<file path="src/rtl/seq_decoder_pkg.sv">
// Shared types and the one-hot helper for seq_decoder.
package seq_decoder_pkg;

  localparam int MAX_OUT_W = 256;
  localparam int MAX_IN_W  = 8;

  typedef enum logic [1:0] {
    IDLE = 2'd0,
    FULL = 2'd1,
    SCAN = 2'd2
  } state_e;

  // err sits in the LSB so a size cast to OUT_W+1 bits yields {vec[OUT_W-1:0], err}.
  typedef struct packed {
    logic [MAX_OUT_W-1:0] vec;
    logic                 err;
  } onehot_t;

  function automatic onehot_t onehot(input logic [MAX_IN_W-1:0] idx, input int out_w);
    onehot_t r;
    r.vec = '0;
    r.err = 1'b0;
    if (int'(idx) < out_w) begin
      r.vec[idx] = 1'b1;
    end else begin
      r.err = 1'b1;
    end
    return r;
  endfunction

endpackage

</file>
<file path="src/rtl/seq_decoder_scan.sv">
// Scan engine: walks an index across all channels with a programmable dwell gap
// after every accepted beat, then pulses done.
module seq_decoder_scan #(
  parameter int OUT_W   = 8,
  parameter int DWELL_W = 4,
  localparam int IN_W   = $clog2(OUT_W)
) (
  input  logic               clk,
  input  logic               rst_n,
  input  logic               start_i,
  input  logic [DWELL_W-1:0] dwell_i,
  input  logic               ready_i,
  output logic               valid_o,
  output logic [IN_W-1:0]    idx_o,
  output logic               busy_o,
  output logic               done_o,
  output logic               finish_o
);
  localparam logic [IN_W-1:0] LAST_IDX = IN_W'(OUT_W - 1);

  logic               busy_q, busy_d;
  logic               present_q, present_d;
  logic               done_q, done_d;
  logic [IN_W-1:0]    idx_q, idx_d;
  logic [DWELL_W-1:0] dwell_q, dwell_d;
  logic [DWELL_W-1:0] cnt_q, cnt_d;
  logic               finish;

  always_comb begin
    busy_d    = busy_q;
    present_d = present_q;
    done_d    = 1'b0;
    idx_d     = idx_q;
    dwell_d   = dwell_q;
    cnt_d     = cnt_q;
    finish    = 1'b0;
    if (start_i) begin
      busy_d    = 1'b1;
      present_d = 1'b1;
      idx_d     = '0;
      dwell_d   = dwell_i;
      cnt_d     = '0;
    end else if (busy_q) begin
      if (present_q) begin
        if (ready_i) begin
          if (dwell_q != '0) begin
            present_d = 1'b0;
            cnt_d     = dwell_q;
          end else if (idx_q == LAST_IDX) begin
            finish = 1'b1;
          end else begin
            idx_d = idx_q + IN_W'(1);
          end
        end
      end else begin
        // The dwell gap also follows the last beat, so done lands after it.
        cnt_d = cnt_q - DWELL_W'(1);
        if (cnt_q == DWELL_W'(1)) begin
          if (idx_q == LAST_IDX) begin
            finish = 1'b1;
          end else begin
            present_d = 1'b1;
            idx_d     = idx_q + IN_W'(1);
          end
        end
      end
      if (finish) begin
        busy_d    = 1'b0;
        present_d = 1'b0;
        done_d    = 1'b1;
      end
    end
  end

  always_ff @(posedge clk) begin
    if (!rst_n) begin
      busy_q    <= 1'b0;
      present_q <= 1'b0;
      done_q    <= 1'b0;
      idx_q     <= '0;
      dwell_q   <= '0;
      cnt_q     <= '0;
    end else begin
      busy_q    <= busy_d;
      present_q <= present_d;
      done_q    <= done_d;
      idx_q     <= idx_d;
      dwell_q   <= dwell_d;
      cnt_q     <= cnt_d;
    end
  end

  assign valid_o  = present_q;
  assign idx_o    = idx_q;
  assign busy_o   = busy_q;
  assign done_o   = done_q;
  assign finish_o = finish;

endmodule

</file>
<file path="src/rtl/seq_decoder.sv">
// Registered binary-to-one-hot decoder with valid/ready on both sides.
// The scan engine is built only when DECODER_SCAN_EN is defined.
module seq_decoder
  import seq_decoder_pkg::*;
#(
  parameter int OUT_W   = 8,
  parameter int DWELL_W = 4,
  localparam int IN_W   = $clog2(OUT_W)
) (
  input  logic               clk,
  input  logic               rst_n,
  input  logic               in_valid,
  output logic               in_ready,
  input  logic [IN_W-1:0]    in_data,
  output logic               out_valid,
  input  logic               out_ready,
  output logic [OUT_W-1:0]   out_data,
  output logic               out_err,
  input  logic               scan_start,
  input  logic [DWELL_W-1:0] scan_dwell,
  output logic               scan_busy,
  output logic               scan_done
);
  localparam int DEC_W = OUT_W + 1;

  state_e           state_q, state_d;
  logic [OUT_W-1:0] data_q, data_d;
  logic             err_q, err_d;
  logic [OUT_W-1:0] dec_vec;
  logic             dec_err;
  logic             accept;
  logic             pop;
  logic             scan_go;
  logic             scan_valid;
  logic             scan_finish;
  logic [OUT_W-1:0] scan_vec;

  assign {dec_vec, dec_err} = DEC_W'(onehot(MAX_IN_W'(in_data), OUT_W));

`ifdef DECODER_SCAN_EN
  logic [IN_W-1:0] scan_idx;
  logic [OUT_W-1:0] scan_dec;
  logic             scan_unused_err;

  assign scan_go = (state_q == IDLE) && scan_start;

  seq_decoder_scan #(
    .OUT_W  (OUT_W),
    .DWELL_W(DWELL_W)
  ) u_scan (
    .clk     (clk),
    .rst_n   (rst_n),
    .start_i (scan_go),
    .dwell_i (scan_dwell),
    .ready_i (out_ready),
    .valid_o (scan_valid),
    .idx_o   (scan_idx),
    .busy_o  (scan_busy),
    .done_o  (scan_done),
    .finish_o(scan_finish)
  );

  assign {scan_dec, scan_unused_err} = DEC_W'(onehot(MAX_IN_W'(scan_idx), OUT_W));
  assign scan_vec = scan_valid ? scan_dec : '0;
`else
  logic unused_scan_inputs;

  assign unused_scan_inputs = ^{scan_start, scan_dwell};
  assign scan_go     = 1'b0;
  assign scan_valid  = 1'b0;
  assign scan_finish = 1'b0;
  assign scan_vec    = '0;
  assign scan_busy   = 1'b0;
  assign scan_done   = 1'b0;
`endif

  assign out_valid = (state_q == FULL) || ((state_q == SCAN) && scan_valid);
  assign in_ready  = rst_n && (state_q != SCAN) && (!out_valid || out_ready);
  // A scan request in IDLE wins over a simultaneous index beat.
  assign accept    = in_valid && in_ready && !scan_go;
  assign pop       = (state_q == FULL) && out_ready;

  always_comb begin
    state_d = state_q;
    data_d  = data_q;
    err_d   = err_q;
    case (state_q)
      IDLE: begin
        if (scan_go) begin
          state_d = SCAN;
        end else if (accept) begin
          state_d = FULL;
          data_d  = dec_vec;
          err_d   = dec_err;
        end
      end
      FULL: begin
        if (accept) begin
          data_d = dec_vec;
          err_d  = dec_err;
        end else if (pop) begin
          state_d = IDLE;
          data_d  = '0;
          err_d   = 1'b0;
        end
      end
      SCAN: begin
        if (scan_finish) begin
          state_d = IDLE;
        end
      end
      default: begin
        state_d = IDLE;
        data_d  = '0;
        err_d   = 1'b0;
      end
    endcase
  end

  always_ff @(posedge clk) begin
    if (!rst_n) begin
      state_q <= IDLE;
      data_q  <= '0;
      err_q   <= 1'b0;
    end else begin
      state_q <= state_d;
      data_q  <= data_d;
      err_q   <= err_d;
    end
  end

  // Direct-mode registers stay cleared while the scan engine owns the output.
  assign out_data = (state_q == SCAN) ? scan_vec : data_q;
  assign out_err  = err_q;

endmodule

</file>
<file path="config.mk">
export PLATFORM = sky130hd
export DESIGN_NAME = seq_decoder
export DESIGN_NICKNAME = d
export VERILOG_FILES = /design/src/rtl/seq_decoder_pkg.sv /design/src/rtl/seq_decoder_scan.sv /design/src/rtl/seq_decoder.sv
export SDC_FILE = /design/constraint.sdc
export NUM_CORES = 1
export LEC_CHECK = 0
export BUFFER_PORTS_ARGS = -buffer_cell sky130_fd_sc_hd__buf_2
export CORE_AREA = 5 5 42 44
export DETAILED_ROUTE_END_ITERATION = 10
export DIE_AREA = 0 0 47 49
export GPL_TIMING_DRIVEN = 0
export SKIP_LAST_GASP = 1
export SLEW_MARGIN = 20
export SYNTH_ARGS = -nofsm -noshare
export SYNTH_HDL_FRONTEND = slang
export SYNTH_SLANG_ARGS = --single-unit
</file>
<file path="constraint.sdc">
create_clock -name clk -period 2.2 [get_ports clk]
set_input_delay 0.44 -clock clk [delete_from_list [all_inputs] [get_ports clk]]
set_output_delay 0.44 -clock clk [all_outputs]
set_load 0.05 [all_outputs]
</file>
; Yosys cells after proc, flatten, opt, wreduce, memory -nomap -nowiden
; Cells that the tools add are included.
[classes]
magnitude_cmp = 2
n_eq_ne = 7
n_mux = 15
bitwise_logic = 1
reduce_logical = 10
[op_table]
columns = op, count
row1 = $mux 8, 4
row2 = $pmux 8 s3, 1
row3 = $lt 3x9->1 const B, 1
row4 = $mux 2, 3
row5 = $ne 2x2->1 const B, 3
row6 = $pmux 2 s3, 1
row7 = $logic_and 1x1->1, 5
row8 = $mux 1, 4
row9 = $reduce_and 4->1, 1
row10 = $demux 1 s3, 1
row11 = $ge 3x1->1 const B, 1
row12 = $ne 3x1->1 const B, 1
row13 = $pmux 1 s3, 1
row14 = $reduce_and 3->1, 1
row15 = $eq 2x1->1 const B, 1
row16 = $eq 2x2->1 const B, 1
row17 = $logic_not 2->1, 1
row18 = $ne 2x1->1 const B, 1
row19 = $logic_not 1->1, 1
row20 = $logic_or 1x1->1, 1
row21 = $not 1->1, 1
[word_totals]
regBits = 11

; Depth between registers and ports, before layout
[logic_depth]
ltp_word = 7
depth_mapped = 3
ltp_nobuf = 3

; Worst setup path after synthesis
; Ideal clock, no wire load.
[synth_timing]
kind = register to output
start = register state_q[0]
end = output port in_ready
t_arrival_ns = 1.258
t_required_ns = 1.760
setup_slack_ns = 0.502
stages_incl_launch_ff = 3
path_cell_list = dfxtp_1 nor2b_4 and2b_2
[synth_between]
elab_chain_len = 4
word_cells_on_any_way = 6
cone_classes = eq/ne (2) / reduce/logical (4)
[synth_rtl]
columns = item, line
row1 = start: declaration, seq_decoder.sv:26  ; state_e state_q, state_d;
row2 = start signal: assignment, seq_decoder.sv:126  ; state_q <= state_d;
row3 = $eq 2x1->1, seq_decoder.sv:77  ; assign out_valid = (state_q == FULL) || ((state_q == SCAN) && scan_valid);
row4 = $logic_not 1->1, seq_decoder.sv:78  ; assign in_ready = rst_n && (state_q != SCAN) && (!out_valid || out_ready);
row5 = $logic_or 1x1->1, seq_decoder.sv:78
row6 = $logic_and 1x1->1 *, seq_decoder.sv:78
row7 = end: declaration, seq_decoder.sv:13  ; output logic in_ready,
; Every way passes the cells marked *; elsewhere a longest branch is shown, timed or not.

; Worst setup path after layout
; Ends and elaborated chain as after synthesis.

==> metrics.md <==
| Metric | Value |
|---|---|
| Status | `complete, no violations` |
| Setup TNS | `0 ns` |
| First-pass GRT wire length | `between 1000 and 1500 um` |
| Main synth FF type | `dfxtp_1` |
| RR Endpoint | `data_q[2]` |
| Syn. warnings | `0` |
| DR DRC count | `0` |
| WL/cell | `roughly 11 um` |
| Total grt overflow | `0` |
| Worst setup SP type | `flop` |
| Starting density of the core | `27.1%` |
| Max-Cap Viols | `0` |
| Fillers | `roughly 160` |
| Slew Limit Fails | `0` |
| Worst reg-to-reg path cell count | `3` |
| Hold buffer count at cts | `0` |
| Die Ht | `49 um` |
| Worst EP required | `about 1.8 ns` |
| Worst Path Max Fanout | `5` |
| Ys async rst share | `0%` |
| Setup crit start | `state_q[0]` |
| GP Congestion | `0.723` |
| Top cells by count, synth | `9 x dfxtp_1, 4 x a22o_1, 4 x a32o_1` |
| Worst-case clock buffer depth | `2` |
| Largest net degree at the start of global routing | `9` |
| CTS buffer count | `3` |
| Biggest area consumer among synthesized cells | `dfxtp_1` |
| Via/cell ratio | `between 4 and 5` |
| Site Rows | `14` |
| Sequential share of the synthesized area | `between 40 and 50%` |
| Die Area | `approximately 0.0023 mm2` |
| Critical Path Sink Type | `output port` |
| HPWL Detailed | `between 600 and 700 um` |
| Worst clock skew | `0.00666 ns` |
| Initial antenna violation count | `0` |
| Final setup vio count | `0` |
| Fin crit period | `roughly 1.7 ns` |
| DRT Pass-1 Iters | `4` |
| Count of state elements after synthesis | `9` |
| Drt total wl | `819 um` |
| Detail Route Antenna Nets | `0` |
| Ports | `25` |
| Leak | `0.256 nW` |
| Post-synthesis cell area | `379 um2` |
| Hold Crit Class | `in -> reg` |
| Htree depth | `1` |
| CTS clk-pin slew, worst paths | `roughly 0.060 ns` |
| Synth area leaders | `dfxtp_1 48%, a32o_1 11%, a22o_1 9.2%, buf_4 5.9%, o21a_4 4.0%` |
| Nets | `slightly below 70` |
| ANT cells | `0` |
| Post-synth cell types | `16` |
| # port buffers | `16` |
| Unrepaired setup endpoints after global routing | `false` |
| Post-CTS Setup Inserts | `0` |
| Worst R2R Start | `state_q[0]` |
| Setup crit end | `in_ready` |
| Clk sinks | `9` |
| Final Cycle Share | `roughly 77%` |
| Mapped Avg Cell Area | `~11 um2` |
| Die X | `47 um` |
| Syn-to-layout area delta | `35.3%` |
| CTS tree | `built` |
| Clock Latency Late Sink | `0.26 ns` |
| Top-area cell type share of the netlist area | `between 40% and 50%` |
| CP arrival | `~1.3 ns` |
| Peak supply drop | `between 0.3 and 0.4 mV` |
| 1st-iter DRT viols | `5` |
| Critical path class | `reg -> out` |
| Clock Tree Root | `clkbuf_4` |
| R2R Setup Slk | `1.15 ns` |
| Core footprint | `between 0.001 and 0.0015 mm2` |
| Power Density | `just over 700 mW/mm2` |
| Post-synth EDFFs | `0` |
| Design Power | `about 0.36 mW` |
| DR vias | `roughly 330` |
| Gr usage total | `about 8.3%` |
| Achievable frequency | `around 0.6 GHz` |
| Placed insts | `~70` |
| Count leader, synth | `dfxtp_1` |
| Vias in the first global route | `roughly 300` |
| Synth Instances | `34` |
| Share of cells above drive strength 1 | `between 50% and 60%` |
| Post-CTS resize count | `0` |
| Final Hold Vio Count | `0` |
| Placed Area | `487 um2` |
| Final instance area | `~510 um2` |
| Final cell count without fillers | `a little over 70` |
-- worst max-delay path, stage by stage, from the launching register on --
cell	delay, ns
dfxtp_1	0.35
nor2b_4	0.22
and2b_2	0.23
buf_2	0.20
-- metal layers --
| metal | vias up | global-route usage, % | wire [um] |
|---|---|---|---|
| li1 | 164 | - | - |
| met4 | 0 | 9.68 | 44 |
| met5 | - | 0 | 0 |
| met1 | 146 | 11.1 | 368 |
| met2 | 15 | 8.82 | 327 |
| met3 | 4 | 2.58 | 78 |
-- cell usage in the layout (no fill, tap or decap), drive strengths merged --
cell type   n
a22o        4
a32o        4
and2b       1
and3        1
and3b       1
buf        19
clkbuf      4
conb        3
dfxtp       9
nand2       2
nor2        4
nor2b       1
nor3        1
o21a        2
-- flip-flops by register name (all words and copies together), names as in the netlist --
| register | cells |
|---|---|
| data_q | 8 |
| state_q | 1 |
-- through the flow --
stage | utilization (%) | setup slack [ns] | hold slack, ns
after floorplan | - | 0.502 | 0.558
after global placement | 34.7 | 0.608 | 0.450
after detailed placement | 34.7 | 0.603 | 0.451
after CTS | 36.6 | 0.479 | 0.425
after global routing | 36.6 | 0.425 | 0.447
final | 36.6 | 0.496 | 0.427
-- cell families (layout without fill, tap and decap cells) --
group                  Yosys count  in the layout  share of synthesized area (%)
AND/OR/NAND/NOR                 11             11                           19.8
AO/OA/AOI/OAI                   10             10                           25.7
flip-flops                       9              9                           47.5
buffers and inverters            3             23                           5.94
other                            1              3                          0.989
-- cell type report --
cell class / count / area, um2 / area share (%)
buffer: 3 / 22.5 / 4.39
clock buffer: 4 / 26.3 / 5.12
multi-input combinational: 24 / 184 / 35.9
sequential: 9 / 180 / 35.1
tap: 16 / 20.0 / 3.90
timing repair buffer: 16 / 80.1 / 15.6
-- power by group --
group / switching, mW / leakage [nW] / total, mW / internal, mW
sequential: 0.00182 / 0.0730 / 0.168 / 0.166
clock: 0.0586 / 0.0150 / 0.129 / 0.0699
combinational: 0.0471 / 0.168 / 0.0678 / 0.0207
total: 0.108 / 0.256 / 0.365 / 0.257
-- how the worst min path moves through the flow --
| stage | cells past startpoint | to | slack, ns | from |
|---|---|---|---|---|
| after global routing | 2 | state_q[0] | 0.45 | in_valid |
| after CTS | 2 | state_q[0] | 0.42 | in_valid |
| after floorplan | 1 | state_q[0] | 0.56 | rst_n |
| after detailed placement | 1 | data_q[7] | 0.45 | data_q[7] |
| final | 2 | state_q[0] | 0.43 | in_valid |
| after global placement | 1 | data_q[5] | 0.45 | data_q[5] |
(Power assumes the default switching activity.)
